`config.mk`:
```
export PLATFORM = sky130hd
export DESIGN_NAME = seq_pattern_tx
export DESIGN_NICKNAME = d
export VERILOG_FILES = /design/src/rtl/seq_pattern_tx.sv
export SDC_FILE = /design/constraint.sdc
export NUM_CORES = 1
export LEC_CHECK = 0
export ABC_AREA = 1
export BUFFER_PORTS_ARGS = -buffer_cell sky130_fd_sc_hd__buf_2
export CAP_MARGIN = 10
export CORE_UTILIZATION = 48
export DETAILED_ROUTE_END_ITERATION = 7
export PLACE_DENSITY = 0.78
export SYNTH_ARGS = -nofsm -noshare
export SYNTH_HDL_FRONTEND = slang
export SYNTH_SLANG_ARGS = --single-unit
```
`constraint.sdc`:
```
create_clock -name clk -period 1.6 [get_ports clk]
set_clock_uncertainty 0.1 [all_clocks]
set_input_delay 0.32 -clock clk [delete_from_list [all_inputs] [get_ports clk]]
set_output_delay 0.32 -clock clk [all_outputs]
set_load 0.01 [all_outputs]
```
`src/rtl/seq_pattern_tx.sv`:
```
// ---------------------------------------------------------------------------
// seq_pattern_tx
//   Serial frame transmitter. On an accepted start, the block sends an 8-bit
//   sync word MSB-first, followed by the 8-bit payload latched at start,
//   MSB-first. When SEQ_TX_PARITY_EN is defined, it then sends one even-parity
//   bit (XOR of the latched payload).
//
//   Optional feature macro: SEQ_TX_PARITY_EN (adds the parity bit; frame 17 bits)
//   Default build:          no parity (frame 16 bits)
//
// Ports
//   clk      in   single clock, rising edge
//   rst      in   synchronous active-high reset
//   start    in   frame request, honoured only while idle (busy=0)
//   payload  in   [7:0] frame data, captured on an accepted start
//   dataout  out  registered serial bit
//   valid    out  registered, high while dataout carries a frame bit
//   busy     out  registered, high for every frame bit
//   done     out  registered one-cycle pulse in the cycle after the last bit
//
// Parameters
//   SYNC_WORD  sync pattern sent at the head of every frame
//
// State table
//   state    | meaning
//   ---------+-----------------------------------------------------
//   S_IDLE   | no frame; outputs low; start accepted here
//   S_SYNC   | dataout = SYNC_WORD[idx], idx counts 7 down to 0
//   S_DATA   | dataout = latched payload[idx], idx counts 7 down to 0
//   S_PARITY | dataout = ^latched payload (SEQ_TX_PARITY_EN only)
// ---------------------------------------------------------------------------
module seq_pattern_tx #(
  parameter logic [7:0] SYNC_WORD = 8'b10110101
) (
  input  logic       clk,
  input  logic       rst,
  input  logic       start,
  input  logic [7:0] payload,
  output logic       dataout,
  output logic       valid,
  output logic       busy,
  output logic       done
);

  localparam logic [1:0] S_IDLE   = 2'd0;
  localparam logic [1:0] S_SYNC   = 2'd1;
  localparam logic [1:0] S_DATA   = 2'd2;
`ifdef SEQ_TX_PARITY_EN
  localparam logic [1:0] S_PARITY = 2'd3;
`endif

  logic [1:0] state_q, state_d;
  logic [2:0] idx_q,   idx_d;
  logic [7:0] pl_q,    pl_d;
  logic       dout_q,  dout_d;
  logic       valid_q, valid_d;
  logic       busy_q,  busy_d;
  logic       done_q,  done_d;

  // Next-state logic. The state and index describe the bit that goes on
  // dataout in the following cycle. This gives one cycle of latency from the
  // start edge and keeps every output a plain flop.
  always_comb begin
    state_d = state_q;
    idx_d   = idx_q;
    pl_d    = pl_q;
    done_d  = 1'b0;

    case (state_q)
      S_IDLE: begin
        if (start) begin
          state_d = S_SYNC;
          idx_d   = 3'd7;
          pl_d    = payload;
        end
      end

      // The index wraps from 0 to 7 on the same edge that moves SYNC to DATA.
      S_SYNC: begin
        idx_d = idx_q - 3'd1;
        if (idx_q == 3'd0) begin
          state_d = S_DATA;
        end
      end

      S_DATA: begin
        idx_d = idx_q - 3'd1;
        if (idx_q == 3'd0) begin
`ifdef SEQ_TX_PARITY_EN
          state_d = S_PARITY;
          idx_d   = 3'd0;
`else
          state_d = S_IDLE;
          idx_d   = 3'd0;
          done_d  = 1'b1;
`endif
        end
      end

`ifdef SEQ_TX_PARITY_EN
      S_PARITY: begin
        state_d = S_IDLE;
        idx_d   = 3'd0;
        done_d  = 1'b1;
      end
`endif

      default: begin
        state_d = S_IDLE;
        idx_d   = 3'd0;
      end
    endcase
  end

  // Output decode from the next state, so the registered outputs line up
  // with the state they describe.
  always_comb begin
    dout_d  = 1'b0;
    valid_d = 1'b1;

    case (state_d)
      S_SYNC:   dout_d = SYNC_WORD[idx_d];
      S_DATA:   dout_d = pl_d[idx_d];
`ifdef SEQ_TX_PARITY_EN
      S_PARITY: dout_d = ^pl_d;
`endif
      default:  valid_d = 1'b0;
    endcase

    busy_d = valid_d;
  end

  always_ff @(posedge clk) begin
    if (rst) begin
      state_q <= S_IDLE;
      idx_q   <= 3'd0;
      pl_q    <= 8'd0;
      dout_q  <= 1'b0;
      valid_q <= 1'b0;
      busy_q  <= 1'b0;
      done_q  <= 1'b0;
    end else begin
      state_q <= state_d;
      idx_q   <= idx_d;
      pl_q    <= pl_d;
      dout_q  <= dout_d;
      valid_q <= valid_d;
      busy_q  <= busy_d;
      done_q  <= done_d;
    end
  end

  assign dataout = dout_q;
  assign valid   = valid_q;
  assign busy    = busy_q;
  assign done    = done_q;

endmodule

```
======== Word-level counts from Yosys, hierarchy flattened ========
Memories as Yosys holds them, arrays and structs flattened.
Cells that the tools add are included.
storage, ports and cells
  register bits after elaboration ......... 16
  ROM bits ................................ 8
  logic and storage cells ................. 33
  memories ................................ 1
memories
  name             words  bits a word  read ports  clocked after memory_dff  write ports  RTL line  RTL
  (no name shown)  8      1            1           0                         0            122       S_SYNC: dout_d = SYNC_WORD[idx_d];
operators by class
  $add $sub $neg .......................... 1
  magnitude comparators ................... 1
  equal/unequal tests ..................... 4
  muxes and demuxes ....................... 15
  bitwise gates (word level) .............. 1
  reduce and logical (&&, ||, !) cells .... 4
operators with widths
  cell                                                        number
  2-to-1 mux 8 bit                                            2
  one-hot mux 3 bit (3 select lines)                          1
  2-to-1 mux 2 bit                                            3
  2-to-1 mux 3 bit                                            2
  one-hot mux 2 bit (3 select lines)                          1
  == test 2 x 1 -> 1 bit, second input constant               2
  == test 2 bit, second input constant                        2
  less-than comparator 3 x 4 -> 1 bit, second input constant  1
  2-to-1 mux 1 bit                                            4
  OR reduction 2 bit                                          2
  binary-select mux 1 bit (select 3 bit)                      1
  zero test 3 bit                                             1
  subtractor 3 x 1 -> 3 bit, second input constant            1
  zero test 2 bit                                             1
  one-hot mux 1 bit (2 select lines)                          1
  inverter 1 bit                                              1

======== Longest topological paths before layout ========
  word-level depth ........................ 6
  mapped depth ............................ 12

======== Worst setup path after synthesis ========
Ideal clock, no wire load.
  path kind ............................... flip-flop to flip-flop
  start ................................... register idx_q[0]
  end ..................................... register dout_q, in the netlist dataout
  setup time .............................. 0.066 ns
  arrival time ............................ 1.570 ns
  required time ........................... 1.434 ns
  slack ................................... -0.136 ns
  stages on the path, launching flop included .. 11
  clock period less this slack ............ 1.736 ns
  cell sequence ........................... dfxtp_1 inv_1 ha_1 nand2_1 inv_1 o21ai_0 inv_1 ha_1 nor2_1 inv_1 a21oi_2
on the way
  elaborated cells between the ends (all ways) .. 15
  classes of those cells .................. add/sub (1); eq/ne (2); mux (10); reduce/logical (1); memory (1)
RTL lines
  element                                                         RTL line  RTL
  start, declared                                                 53        logic [2:0] idx_q, idx_d;
  start signal, assigned                                          144       idx_q <= idx_d;
  zero test 3 bit (*)                                             81, 88
  2-to-1 mux 2 bit (on tied branches)                             88, 81
  one-hot mux 2 bit (3 select lines) (*)                          69        case (state_q)
  via state_d[1]                                                  52        logic [1:0] state_q, state_d;
  == test 2 bit / == test 2 x 1 -> 1 bit (equally long branches)  121       case (state_d)
  one-hot mux 1 bit (2 select lines) (*)                          121
  end signal, assigned                                            146       dout_q <= dout_d;
  end, declared                                                   55        logic dout_q, dout_d;
Mark *: on every way through the listed nets, which the timed path passes. The rest lies on a longest branch. The select of a mux whose other input is x is not followed.
A chain may end at the register's enable or synchronous reset.

======== Final worst setup path ========
  start ................................... register state_q[1]
  end ..................................... register dout_q, in the netlist dataout
on the way
  cells in the longest elaborated chain, start to end .. 5
  elaborated cells between the ends (all ways) .. 16
  classes of those cells .................. eq/ne (4); mux (10); reduce/logical (1); memory (1)
ends and longest elaborated chain
  element                                                                                   RTL line  RTL
  start, declared                                                                           52
  start signal, assigned                                                                    143       state_q <= state_d;
  == test 2 bit, or another cell as far along                                               69
  one-hot mux 3 bit (3 select lines) / 2-to-1 mux 8 bit (equally long branches)             69
  memory read (8 x 1 bit) / binary-select mux 1 bit (select 3 bit) (equally long branches)  n/a
  2-to-1 mux 1 bit (on tied branches)                                                       122, 123
  one-hot mux 1 bit (2 select lines) (*)                                                    121
Every way passes the cells marked *; elsewhere a longest branch is shown, timed or not. The select of a mux whose other input is x is not followed.

==> flow_summary.toml <==
[outcome]
outcome = "finished with violations"
violations = "setup timing"

[sta]
rsz0062_at_grt = "yes"
slew_violations = 0
post-route-period-util_pct = 104
tightestPinTransition_ns = 0.330
hold_viol = 0
slew_headroom_pct = 78.0
period_needed_ns = 1.66
setup_viol = 2
max_freq_mhz = 601
setup_ws_ns = -0.0635
finalSetupTns_ns = -0.0662

[setup_path]
slowest_stage = "dfxtp_4"
end_kind = "register"
crit_fanout = 6
cp.arrival_ns = 1.80
cp.required_ns = 1.74
path_cells = "nor2_4 > o21ai_2 > nand3_4 > inv_1 > nand2_1 > nand3_2 > nand3_2 > nand3_2 > a21oi_2"
crit_type = "reg -> reg"
slowest_delay_ns = 0.37
rrSetupSlack_ns = -0.06
critPathLaunchType = "register"
cp_common_cell = "nand3_2"

[floorplan]
pin_count = 15
die_w_um = 44.2
die_h_um = 44.2
dieArea_mm2 = 0.00195
initial_core_util_pct = 54.1
core_area_mm2 = 0.00158
num_rows = 14

[synthesis]
synth-simple-area-share_pct = 33.4
synthMostInstantiatedCell = "inv_1"
synth_top_family_by_area = "simple AND/OR/NAND/NOR gates"
syn_nets = 136
async_reset_ff_share_pct = 0
synth_area_leader_cell = "dfxtp_1"
synthAdderAreaFrac_pct = 5.87
ys_warn_count = 0
ys_ff_latch = 16
synth-xor-area-share_pct = 1.03
ys_seq_area_share_pct = 37.5
synthTopCellsByCount = "inv_1 (25), nand2_1 (23), dfxtp_1 (16)"
synth_area_leaders = "dfxtp_1 (38%), inv_1 (11%), nand2_1 (10%)"
syn_area_per_cell_um2 = 7.05
synth-compound-area-share_pct = 8.50
netlist_instances = 121
muxShareOfSynthArea_pct = 0
synth_area_um2 = 853
synth_edf_count = 0
synthFlopType = "dfxtp_1"
yosysUniqueCellTypes = 23
synth_top_area_share_pct = 37.5

[placed_design]
port-buffer-count = 14
place_congestion = 0.895
place_worst_setup_slack_ns = -0.0710
postPlaceCellArea_um2 = 987
dp.final_hpwl_um = 1190

[pwr]
seqPwrFrac_pct = 33.9
switching_share_pct = 39.2
vdd_drop_max_mv = 0.863
p_int_mw = 0.848
p_leak_nw = 0.631
pwr-share-comb_pct = 46.4
p_sw_mw = 0.547
power_density_mw_per_mm2 = 1100
pwr-share-clk_pct = 19.7

[final_layout]
n_antenna_cell = 0
final_net_count = 167
fin_area_mm2 = 0.00126
post-route-util_pct = 80.2
drive_gt1_share_pct = 52.3
nFillCells = 105
syn2layout_area_growth_pct = 48.1

[grt]
grt_pass1_vias = 677
grt_max_degree = 15
grt_usage_pct = 18.8
grt_pass1_wl_um = 2680
grt_overflow = 0
antenna_found_initial = 0

[routing]
drt-initial-drc-count = 56
dr.pass1.iters = 6
via_count = 922
viasPerCell = 5.52
detail-route-antenna-nets = 0
drc = 0
finalWirelength_um = 2630
avgRoutedWirePerCell_um = 15.7

[clock_tree]
cts.sinks = 16
htree_num_levels = 1
cts_max_path_buffers = 2
ctsHoldBuffers = 0
cts_root_buf = "clkbuf_4"
cts.reportedPaths.clkPinSlew_ns = 0.10
cts_tree = "done"
clk-insertion-delay-late_ns = 0.29
cts_buffers = 3

[flow_run]
drv_cap = 0

[worst_hold_path]
min_path_type = "in -> reg"
[routing by layer]
layer	GRT usage (%)	wire, µm
met1	22.4	1020
met2	31.5	1300
met3	4.90	148
met4	9.09	159
met5	0	0
[power by group through the flow]
stage | Combinational (mW) | Clock (mW) | Sequential, mW
2_1_floorplan | 0.279 | 0 | 0.477
5_1_grt | 0.694 | 0.301 | 0.478
3_3_place_gp | 0.386 | 0 | 0.473
3_5_place_dp | 0.393 | 0 | 0.475
6_report | 0.647 | 0.274 | 0.474
4_1_cts | 0.419 | 0.278 | 0.468
[metrics by stage]
step	power, mW	hold WS, ns	cells
finish	1.40	0.186	167
global route	1.47	0.191	167
CTS	1.16	0.181	161
detailed placement	0.868	0.403	156
global placement	0.859	0.393	156
floorplan	0.755	0.292	121
[worst paths after layout]
check,start,cells after the start,end
min,payload[5],3,pl_q[5]
max,state_q[1],9,dataout
min reg2reg,state_q[0],1,done
max reg2reg,state_q[1],9,dataout
[flip-flops by register name, indices dropped and copies added, names as in the netlist]
signal,flops
done,1
pl_q,8
idx_q,3
busy,1
state_q,2
dataout,1
[critical path: cells and delay by family (launching register included)]
| family | cells | cell delay (ns) |
|---|---|---|
| AND/OR/NAND/NOR | 6 | 0.73 |
| flip-flops | 1 | 0.37 |
| AO/OA/AOI/OAI | 2 | 0.31 |
| buffers and inverters | 1 | 0.09 |
[timing repair]
item | in CTS | in global routing
resized for setup | 8 | 45
cloned | 0 | 1
endpoints found under the setup margin | 1 | 1
pin swaps | 3 | 16
endpoints found under the hold margin | 0 | 0
buffers inserted | 1 | 5
[placed cells by master, fill, tap and decap left out]
cell      Yosys  layout
dfxtp_4       0       1
o21a_1        1       1
ha_2          0       1
nand3_1      12       1
nand2_4       1       7
nor2_4        1       3
nand2_1      23      17
ha_4          0       2
a21oi_2       1       2
nand3b_1      3       3
clkbuf_8      0       1
inv_2         0       5
xor2_1        1       1
buf_4         1      11
o21ai_2       1       2
nor2_2        0       1
inv_1        25      18
nand3_2       1      11
nand3_4       0       1
buf_6         1       3
clkbuf_4      0       3
nor2_1       14      11
nand2_2       4       5
buf_2         0      14
dfxtp_2       0       3
o21ai_1       4       5
ha_1          4       1
o21ai_4       0       1
nor4_1        1       1
o211ai_1      1       1
inv_4         0       2
dfxtp_1      16      12
[cells by family after synthesis]
group | count (synthesis)
simple gates | 60
flops | 16
buf+inv | 28
compound gates | 12
fa+ha+maj | 4
xor+xnor | 1
[layout make-up]
cell class,instances,area [µm²],area share (%)
Multi-Input combinational cell,78,594,47.0
Sequential cell,16,328,25.9
Timing Repair Buffer,28,186,14.8
Inverter,25,98.8,7.82
Clock buffer,4,36.3,2.87
Tap cell,16,20.0,1.58
Power figures use the tool's default switching activity.
